==> config.mk <==
export PLATFORM = sky130hd
export DESIGN_NAME = wb_sram16_flat
export DESIGN_NICKNAME = d
export VERILOG_FILES = /design/src/rtl/wb_sram_pkg.sv /design/src/rtl/if_wb.sv /design/src/rtl/wb_sram16.sv /design/src/flat_wrapper.sv
export SDC_FILE = /design/constraint.sdc
export NUM_CORES = 1
export LEC_CHECK = 0
export ABC_AREA = 1
export CORE_ASPECT_RATIO = 0.9
export CORE_MARGIN = 10
export CORE_UTILIZATION = 49
export CTS_CLUSTER_SIZE = 40
export DETAILED_ROUTE_END_ITERATION = 8
export MAX_ROUTING_LAYER = met4
export PLACE_DENSITY = 0.8
export SYNTH_ARGS = -nofsm -noshare
export SYNTH_HDL_FRONTEND = slang
export SYNTH_SLANG_ARGS = --single-unit
==> constraint.sdc <==
create_clock -name clk_i -period 1.88 [get_ports clk_i]
set_input_delay 0.282 -clock clk_i [delete_from_list [all_inputs] [get_ports clk_i]]
set_output_delay 0.282 -clock clk_i [all_outputs]
set_load 0.02 [all_outputs]
==> src/rtl/wb_sram_pkg.sv <==
// rtl/wb_sram_pkg.sv - shared types and constants for the 16-bit SRAM bridge
package wb_sram_pkg;

  localparam int WCNT_W = 4;

  typedef enum logic [2:0] {
    S_IDLE,
    S_SETUP,
    S_STROBE,
    S_HOLD,
    S_ACK
  } sram_state_t;

  // States in which the SRAM is selected and address/data are driven
  function automatic logic is_bus_phase(input sram_state_t s);
    return (s == S_SETUP) || (s == S_STROBE) || (s == S_HOLD);
  endfunction

endpackage

==> src/rtl/if_wb.sv <==
// rtl/if_wb.sv - pipelined Wishbone bus bundle
interface if_wb;
  logic        cyc;
  logic        stb;
  logic        we;
  logic [31:0] adr;
  logic [3:0]  sel;
  logic [31:0] dat_m;
  logic [31:0] dat_s;
  logic        ack;
  logic        stall;

  modport slave  (input cyc, stb, we, adr, sel, dat_m, output dat_s, ack, stall);
  modport master (output cyc, stb, we, adr, sel, dat_m, input dat_s, ack, stall);
endinterface

==> src/rtl/wb_sram16.sv <==
// rtl/wb_sram16.sv - Wishbone word slave driving a 16-bit asynchronous SRAM
module wb_sram16
  import wb_sram_pkg::*;
#(
  parameter int AWIDTH = 20,
  parameter int WAIT   = 2
) (
  input  logic              clk_i,
  input  logic              rst_i,
  if_wb.slave               bus,
  output logic [AWIDTH-1:0] sram_adr,
  input  logic [15:0]       sram_dq_i,
  output logic [15:0]       sram_dq_o,
  output logic              sram_dq_oe,
  output logic              sram_ce_n,
  output logic              sram_oe_n,
  output logic              sram_we_n,
  output logic              sram_lb_n,
  output logic              sram_ub_n
);

  localparam logic [WCNT_W-1:0] WAIT_LD = WCNT_W'(WAIT);

  sram_state_t       r_state, w_state_nxt;
  logic              r_half, w_half_nxt;
  logic              r_we;
  logic [AWIDTH-2:0] r_adr;
  logic [3:0]        r_sel;
  logic [31:0]       r_wdat;
  logic [WCNT_W-1:0] r_wcnt;
  logic [15:0]       r_rlo;
  logic [31:0]       r_rdat;
  logic              r_abort;

  logic              w_accept, w_last, w_bus_nxt;
  logic              w_we;
  logic [AWIDTH-2:0] w_adr;
  logic [3:0]        w_sel;
  logic [31:0]       w_dat;
  logic              w_ce_n, w_oe_n, w_we_n, w_lb_n, w_ub_n, w_dq_oe;
  logic [15:0]       w_dq_o;
  logic [AWIDTH-1:0] w_sram_adr;
  logic              w_unused;

  assign w_unused = &{1'b0, bus.adr[31:AWIDTH+1], bus.adr[1:0]};

  // Request fields come straight off the bus on the accept cycle, from the latch afterwards
  assign w_accept = (r_state == S_IDLE) && bus.cyc && bus.stb;
  assign w_we     = w_accept ? bus.we              : r_we;
  assign w_adr    = w_accept ? bus.adr[AWIDTH:2]   : r_adr;
  assign w_sel    = w_accept ? bus.sel             : r_sel;
  assign w_dat    = w_accept ? bus.dat_m           : r_wdat;
  assign w_last   = (r_wcnt == '0);

  // State register
  always_ff @(posedge clk_i or negedge rst_i) begin
    if (!rst_i) begin
      r_state <= S_IDLE;
      r_half  <= 1'b0;
    end else begin
      r_state <= w_state_nxt;
      r_half  <= w_half_nxt;
    end
  end

  // Next-state and halfword selection
  always_comb begin
    w_state_nxt = r_state;
    w_half_nxt  = r_half;
    case (r_state)
      S_IDLE: begin
        if (w_accept) begin
          if (!bus.we || (bus.sel[1:0] != 2'b00)) begin
            w_state_nxt = S_SETUP;
            w_half_nxt  = 1'b0;
          end else if (bus.sel[3:2] != 2'b00) begin
            w_state_nxt = S_SETUP;
            w_half_nxt  = 1'b1;
          end else begin
            w_state_nxt = S_ACK;
          end
        end
      end
      S_SETUP:  w_state_nxt = S_STROBE;
      S_STROBE: begin
        if (w_last) begin
          if (r_we) begin
            w_state_nxt = S_HOLD;
          end else if (!r_half) begin
            w_state_nxt = S_SETUP;
            w_half_nxt  = 1'b1;
          end else begin
            w_state_nxt = S_ACK;
          end
        end
      end
      S_HOLD: begin
        if (!r_half && (r_sel[3:2] != 2'b00)) begin
          w_state_nxt = S_SETUP;
          w_half_nxt  = 1'b1;
        end else begin
          w_state_nxt = S_ACK;
        end
      end
      S_ACK:    w_state_nxt = S_IDLE;
      default:  w_state_nxt = S_IDLE;
    endcase
  end

  // SRAM pin values decoded from the state being entered, so the pin flops change on entry
  always_comb begin
    w_bus_nxt  = is_bus_phase(w_state_nxt);
    w_ce_n     = !w_bus_nxt;
    w_oe_n     = !((w_state_nxt == S_STROBE) && !w_we);
    w_we_n     = !((w_state_nxt == S_STROBE) && w_we);
    w_dq_oe    = w_bus_nxt && w_we;
    w_lb_n     = 1'b1;
    w_ub_n     = 1'b1;
    w_dq_o     = sram_dq_o;
    w_sram_adr = sram_adr;
    if (w_bus_nxt) begin
      w_sram_adr = {w_adr, w_half_nxt};
      if (w_we) begin
        w_lb_n = w_half_nxt ? !w_sel[2] : !w_sel[0];
        w_ub_n = w_half_nxt ? !w_sel[3] : !w_sel[1];
        w_dq_o = w_half_nxt ? w_dat[31:16] : w_dat[15:0];
      end else begin
        w_lb_n = 1'b0;
        w_ub_n = 1'b0;
      end
    end
  end

  // SRAM pin flops; reset releases every control immediately
  always_ff @(posedge clk_i or negedge rst_i) begin
    if (!rst_i) begin
      sram_ce_n  <= 1'b1;
      sram_oe_n  <= 1'b1;
      sram_we_n  <= 1'b1;
      sram_lb_n  <= 1'b1;
      sram_ub_n  <= 1'b1;
      sram_dq_oe <= 1'b0;
      sram_dq_o  <= '0;
      sram_adr   <= '0;
    end else begin
      sram_ce_n  <= w_ce_n;
      sram_oe_n  <= w_oe_n;
      sram_we_n  <= w_we_n;
      sram_lb_n  <= w_lb_n;
      sram_ub_n  <= w_ub_n;
      sram_dq_oe <= w_dq_oe;
      sram_dq_o  <= w_dq_o;
      sram_adr   <= w_sram_adr;
    end
  end

  // Request latch and abandoned-cycle flag (sequence completes, ack is withheld)
  always_ff @(posedge clk_i or negedge rst_i) begin
    if (!rst_i) begin
      r_we    <= 1'b0;
      r_adr   <= '0;
      r_sel   <= '0;
      r_wdat  <= '0;
      r_abort <= 1'b0;
    end else if (w_accept) begin
      r_we    <= bus.we;
      r_adr   <= bus.adr[AWIDTH:2];
      r_sel   <= bus.sel;
      r_wdat  <= bus.dat_m;
      r_abort <= 1'b0;
    end else if ((r_state != S_IDLE) && !bus.cyc) begin
      r_abort <= 1'b1;
    end
  end

  // Strobe wait counter: loaded in setup, counts down through the strobe
  always_ff @(posedge clk_i or negedge rst_i) begin
    if (!rst_i) begin
      r_wcnt <= '0;
    end else if (r_state == S_SETUP) begin
      r_wcnt <= WAIT_LD;
    end else if ((r_state == S_STROBE) && !w_last) begin
      r_wcnt <= r_wcnt - 1'b1;
    end
  end

  // Read capture; the visible word updates only when the high half lands
  always_ff @(posedge clk_i or negedge rst_i) begin
    if (!rst_i) begin
      r_rlo  <= '0;
      r_rdat <= '0;
    end else if ((r_state == S_STROBE) && w_last && !r_we) begin
      if (!r_half) r_rlo  <= sram_dq_i;
      else         r_rdat <= {sram_dq_i, r_rlo};
    end
  end

  assign bus.stall = (r_state != S_IDLE);
  assign bus.ack   = (r_state == S_ACK) && bus.cyc && !r_abort;
  assign bus.dat_s = r_rdat;

endmodule

==> src/flat_wrapper.sv <==
// flat-port wrapper written by rule: the top's interface ports become plain ports
module wb_sram16_flat import wb_sram_pkg::*;
#(
  parameter int AWIDTH = 20,
  parameter int WAIT   = 2
)
  (clk_i, rst_i, sram_adr, sram_dq_i, sram_dq_o, sram_dq_oe, sram_ce_n, sram_oe_n, sram_we_n, sram_lb_n, sram_ub_n, bus_cyc, bus_stb, bus_we, bus_adr, bus_sel, bus_dat_m, bus_dat_s, bus_ack, bus_stall);
  if_wb bus_i ();
  input  logic clk_i;
  input  logic rst_i;
  output logic [AWIDTH-1:0] sram_adr;
  input  logic [15:0] sram_dq_i;
  output logic [15:0] sram_dq_o;
  output logic sram_dq_oe;
  output logic sram_ce_n;
  output logic sram_oe_n;
  output logic sram_we_n;
  output logic sram_lb_n;
  output logic sram_ub_n;
  input wire logic [$bits(bus_i.cyc)-1:0] bus_cyc;
  input wire logic [$bits(bus_i.stb)-1:0] bus_stb;
  input wire logic [$bits(bus_i.we)-1:0] bus_we;
  input wire logic [$bits(bus_i.adr)-1:0] bus_adr;
  input wire logic [$bits(bus_i.sel)-1:0] bus_sel;
  input wire logic [$bits(bus_i.dat_m)-1:0] bus_dat_m;
  output wire logic [$bits(bus_i.dat_s)-1:0] bus_dat_s;
  output wire logic [$bits(bus_i.ack)-1:0] bus_ack;
  output wire logic [$bits(bus_i.stall)-1:0] bus_stall;
  assign bus_i.cyc = bus_cyc;
  assign bus_i.stb = bus_stb;
  assign bus_i.we = bus_we;
  assign bus_i.adr = bus_adr;
  assign bus_i.sel = bus_sel;
  assign bus_i.dat_m = bus_dat_m;
  assign bus_dat_s = bus_i.dat_s;
  assign bus_ack = bus_i.ack;
  assign bus_stall = bus_i.stall;
  wb_sram16 #(.AWIDTH(AWIDTH), .WAIT(WAIT)) u_core (.clk_i(clk_i), .rst_i(rst_i), .bus(bus_i), .sram_adr(sram_adr), .sram_dq_i(sram_dq_i), .sram_dq_o(sram_dq_o), .sram_dq_oe(sram_dq_oe), .sram_ce_n(sram_ce_n), .sram_oe_n(sram_oe_n), .sram_we_n(sram_we_n), .sram_lb_n(sram_lb_n), .sram_ub_n(sram_ub_n));
endmodule
# Word-level counts from Yosys, hierarchy flattened
# Cells that the tools add are included.
dict set report totals {
  ff_bits 155
  output_inout_bits 76
}
dict set report op_classes {
  n_addsub 1
  n_eq_ne 7
  n_mux 30
  bitwise_logic 1
  reduce_logical 40
}
# op n
set ops {}
lappend ops {{32-bit two-way mux} 1}
lappend ops {{3-bit two-way mux} 7}
lappend ops {{19-bit two-way mux} 1}
lappend ops {{16-bit two-way mux} 1}
lappend ops {{1-bit two-way mux} 15}
lappend ops {{1-bit logical NOT} 14}
lappend ops {{3-bit by 2-bit == test with 1-bit output (second input constant)} 4}
lappend ops {{1-bit logical AND} 12}
lappend ops {{4-bit two-way mux} 3}
lappend ops {{3-bit one-hot mux with 4 select lines} 1}
lappend ops {{2-bit nonzero test} 5}
lappend ops {{3-bit by 1-bit == test with 1-bit output (second input constant)} 2}
lappend ops {{2-bit AND reduction} 3}
lappend ops {{4-bit logical NOT} 1}
lappend ops {{4-bit by 1-bit subtractor with 4-bit output (second input constant)} 1}
lappend ops {{3-bit == test (second input constant)} 1}
lappend ops {{3-bit logical NOT} 1}
lappend ops {{1-bit logical OR} 3}
lappend ops {{1-bit one-hot mux with 3 select lines} 1}
lappend ops {{3-bit nonzero test} 1}
lappend ops {{1-bit inverter} 1}

# Depth between registers and ports, before layout
dict set report depth {
  word_depth 9
  mapped_depth 12
  ltp_nobuf 11
}

# Worst setup path before layout
# No wires, ideal clock.
dict set report synth_path {
  path_type {flip-flop to flip-flop}
  from {reg u_core.r_wcnt[0]}
  to {reg u_core.r_rdat[10], in the netlist u_core.bus.dat_s[10]}
  setup_ps 117
  arrival_ps 1542
  t_required_ps 1763
  slack_ps 221
  path_stages_with_launch 10
  path_buffers 2
  period_less_slack_ps 1659
  path_cell_list {dfrtp_1 > inv_1 > ha_1 > nand2_1 > nor3_4 > inv_2 > buf_2 > buf_2 > nand2_1 > nand2_1}
}
dict set report synth_between {
  elab_chain_cells 4
}
# item line
set synth_rtl {}
lappend synth_rtl {{from (decl)} wb_sram16.sv:30} ;# logic [WCNT_W-1:0] r_wcnt;
lappend synth_rtl {{from (signal assigned)} wb_sram16.sv:183} ;# r_wcnt <= r_wcnt - 1'b1;
lappend synth_rtl {{4-bit logical NOT} wb_sram16.sv:53} ;# assign w_last = (r_wcnt == '0);
lappend synth_rtl {{1-bit logical AND (2 in a row)} wb_sram16.sv:192} ;# end else if ((r_state == S_STROBE) && w_last && !r_we) begin
lappend synth_rtl {{2-bit AND reduction (no source line)} -}
lappend synth_rtl {{to (signal assigned)} wb_sram16.sv:194} ;# else r_rdat <= {sram_dq_i, r_rlo};
lappend synth_rtl {{to (decl)} wb_sram16.sv:32} ;# logic [31:0] r_rdat;
# No other way between the ends.
# A chain may end at the register's enable or synchronous reset.

# Worst setup path in the final report
dict set report layout_path {
  from {reg u_core.sram_lb_n}
  to {out sram_lb_n}
}
# item line
set layout_lines {}
lappend layout_lines {{from (decl)} wb_sram16.sv:18} ;# output logic sram_lb_n,
lappend layout_lines {{from (signal assigned)} wb_sram16.sv:149} ;# sram_lb_n <= w_lb_n;
lappend layout_lines {{to (decl)} flat_wrapper.sv:18} ;# output logic sram_lb_n;
# No word-level cell between the ends.

==> flow_summary.json <==
{
  "status": "finished clean",
  "met3_usage": 0.0728,
  "synth_top_cell_by_area": "dfrtp_1",
  "fp.dieW_um": 141,
  "synth-seq-cells": 155,
  "clock_latency_ns": 0.42,
  "fin_cells": 1053,
  "p_leak_nw": 4.40,
  "vias": 5209,
  "routed_wl_um": 16500,
  "placed_area_sq_um": 8200,
  "final_core_util": 0.695,
  "drive_above_1_share": 0.125,
  "clkTransAtPathRegs_ns": 0.06,
  "gp_congestion": 0.827,
  "diodes": 0,
  "layout_setup_ws_ns": 0.0416,
  "grt_pass1_vias": 5312,
  "final_cell_mix": "nand2_1, dfrtp_1, clkdlybuf4s50_1",
  "grt_max_degree": 60,
  "final_area_sq_um": 8860,
  "worst_setup_path_start_kind": "flip-flop",
  "yosys-top-cells-area": "dfrtp_1, nand2_1, o21ai_0",
  "path_buf_inv": 1,
  "worstPathCellList": "clkdlybuf4s50_1",
  "ys_warn_count": 0,
  "regToRegStartpoint": "u_core.r_wcnt[0]",
  "antenna_left": 0,
  "slew_violations": 0,
  "drc": 0,
  "post-place-ws_ns": -0.193,
  "dieHeight_um": 129,
  "htreeDepth": 4,
  "cp_max_fo": 1,
  "cts_tree": "yes",
  "finalCriticalPeriod_ns": 1.84,
  "hold_viol": 0,
  "fin_crit_sh": 0.978,
  "track_usage": 0.185,
  "core_sq_um": 12700,
  "crit_arrival_ns": 1.56,
  "grt_util_met2": 0.265,
  "grt_pass1_wl_um": 26400,
  "crit_type": "reg2out",
  "grt_most_used_layer": "met2",
  "nets": 967,
  "placedCellCount": 1013,
  "worst_pin_slew_ns": 0.448,
  "cpLargestDelayFamily": "buffers and inverters",
  "io-pin-count": 165,
  "synth_area_sq_um": 6410,
  "grt_overflow": 0,
  "port_buffers": 151,
  "max_freq_ghz": 0.544,
  "synth_top_area_share": 0.585,
  "dr.first_iter.drc_count": 346,
  "syn-num-nets": 797,
  "startpoint": "u_core.sram_lb_n",
  "cpPeakStageDelay_ns": 0.61,
  "final_common_cell": "nand2_1",
  "synth_seq_area_share": 0.606,
  "die-area_sq_um": 18100,
  "powerDensity_nw_per_um2": 1880,
  "relSlewSlack": 0.701,
  "cts-root-buf": "clkbuf_16",
  "wire_per_inst_um": 15.7,
  "drt-pass1-iter-count": 5,
  "hold_class": "in2async",
  "start_util": 0.503,
  "maxCapViolCount": 0,
  "setup_viol": 0,
  "synthCells": 706,
  "area_growth_pct": 38.2,
  "hpwl_um": 11000,
  "rows": 39,
  "via_per_inst": 4.95,
  "clock-sinks": 155,
  "end_kind": "primary output",
  "antenna_found_initial": 0,
  "cts_max_path_buffers": 2,
  "clock_skew_ns": 0.00689,
  "crit_slowest_cell": "clkdlybuf4s50_1",
  "grt.met1_usage": 0.239,
  "synthDistinctLibCells": 30,
  "cts_buffers": 17,
  "syn_avg_cell_area_sq_um": 9.08,
  "irDropWorstVdd_mv": 0.905,
  "required_ns": 1.60
}
power by group:
part | switching, mW | total (mW) | internal [mW]
combinational | 4.51 | 7.94 | 3.42
clock | 1.27 | 3.07 | 1.81
sequential | 0.735 | 5.69 | 4.95
cells in the mapped netlist (all sizes together):
cell type,instances
nor3,3
nand4,1
inv,51
buf,22
dfstp,5
o21ai,74
nand2,319
clkbuf,9
o221ai,1
ha,2
dfrtp,150
nor2,17
a21oi,3
or2,19
nand3,29
o211ai,1
logic make-up after synthesis:
family | count (synthesis) | share of synthesized area
adder cells (fa/ha/maj) | 2 | 0.00390
AND/OR/NAND/NOR | 388 | 0.261
buffers and inverters | 82 | 0.0615
AO/OA/AOI/OAI | 79 | 0.0679
flip-flops | 155 | 0.606
registers in the layout (all words and copies together), names as in the netlist, 3 cells and up:
register	flops
u_core.bus.dat_s	32
u_core.r_wdat	32
u_core.sram_adr	20
u_core.r_adr	19
u_core.r_rlo	16
u_core.sram_dq_o	16
u_core.r_sel	4
u_core.r_wcnt	4
u_core.r_state	3
per-layer routing:
layer / vias to the layer above / routed length [um]
li1: 2539 / -
met1: 2472 / 7320
met3: 25 / 1440
met2: 173 / 7590
met5: - / 0
met4: 0 / 204
final timing paths:
| path | depth (start not counted) | endpoint | slack [ns] |
|---|---|---|---|
| setup / recovery | 1 | sram_lb_n | 0.04 |
| hold / removal | 2 | u_core.sram_adr[10] | 0.25 |
| setup reg to reg | 11 | u_core.sram_adr[4] | 0.09 |
| hold reg to reg | 2 | u_core.bus.dat_s[0] | 0.47 |
| max in group asynchronous | 3 | u_core.sram_lb_n | 1.08 |
| min in group clk_i | 3 | u_core.r_wdat[23] | 0.43 |
layout make-up:
class                           instances  area (sq um)
Sequential cell                       155          3890
Timing Repair Buffer                  180          1870
Multi-Input combinational cell        471          2170
Clock inverter                          9          47.5
Tap cell                              164           205
Inverter                               51           194
Clock buffer                           23           488
Fill cell                             967          3880
timing repair:
action                                  in CTS  in global routing
resized for setup                            5                 10
pin swaps                                    0                  6
hold buffers                                 1                  0
gates cloned                                 0                  6
hold endpoints to repair                   150                  0
setup buffers                                0                  1
endpoints found under the setup margin       3                 36
per-stage QoR:
step	hold slack, ns	setup TNS [ns]	power [mW]
2_1_floorplan	-0.0136	0	10.1
3_3_place_gp	0.0933	-3.52	12.8
3_5_place_dp	0.0927	-5.83	13.0
4_1_cts	0.219	0	16.2
5_1_grt	0.240	-0.0703	17.9
6_report	0.250	0	16.7
(Power assumes the default switching activity.)
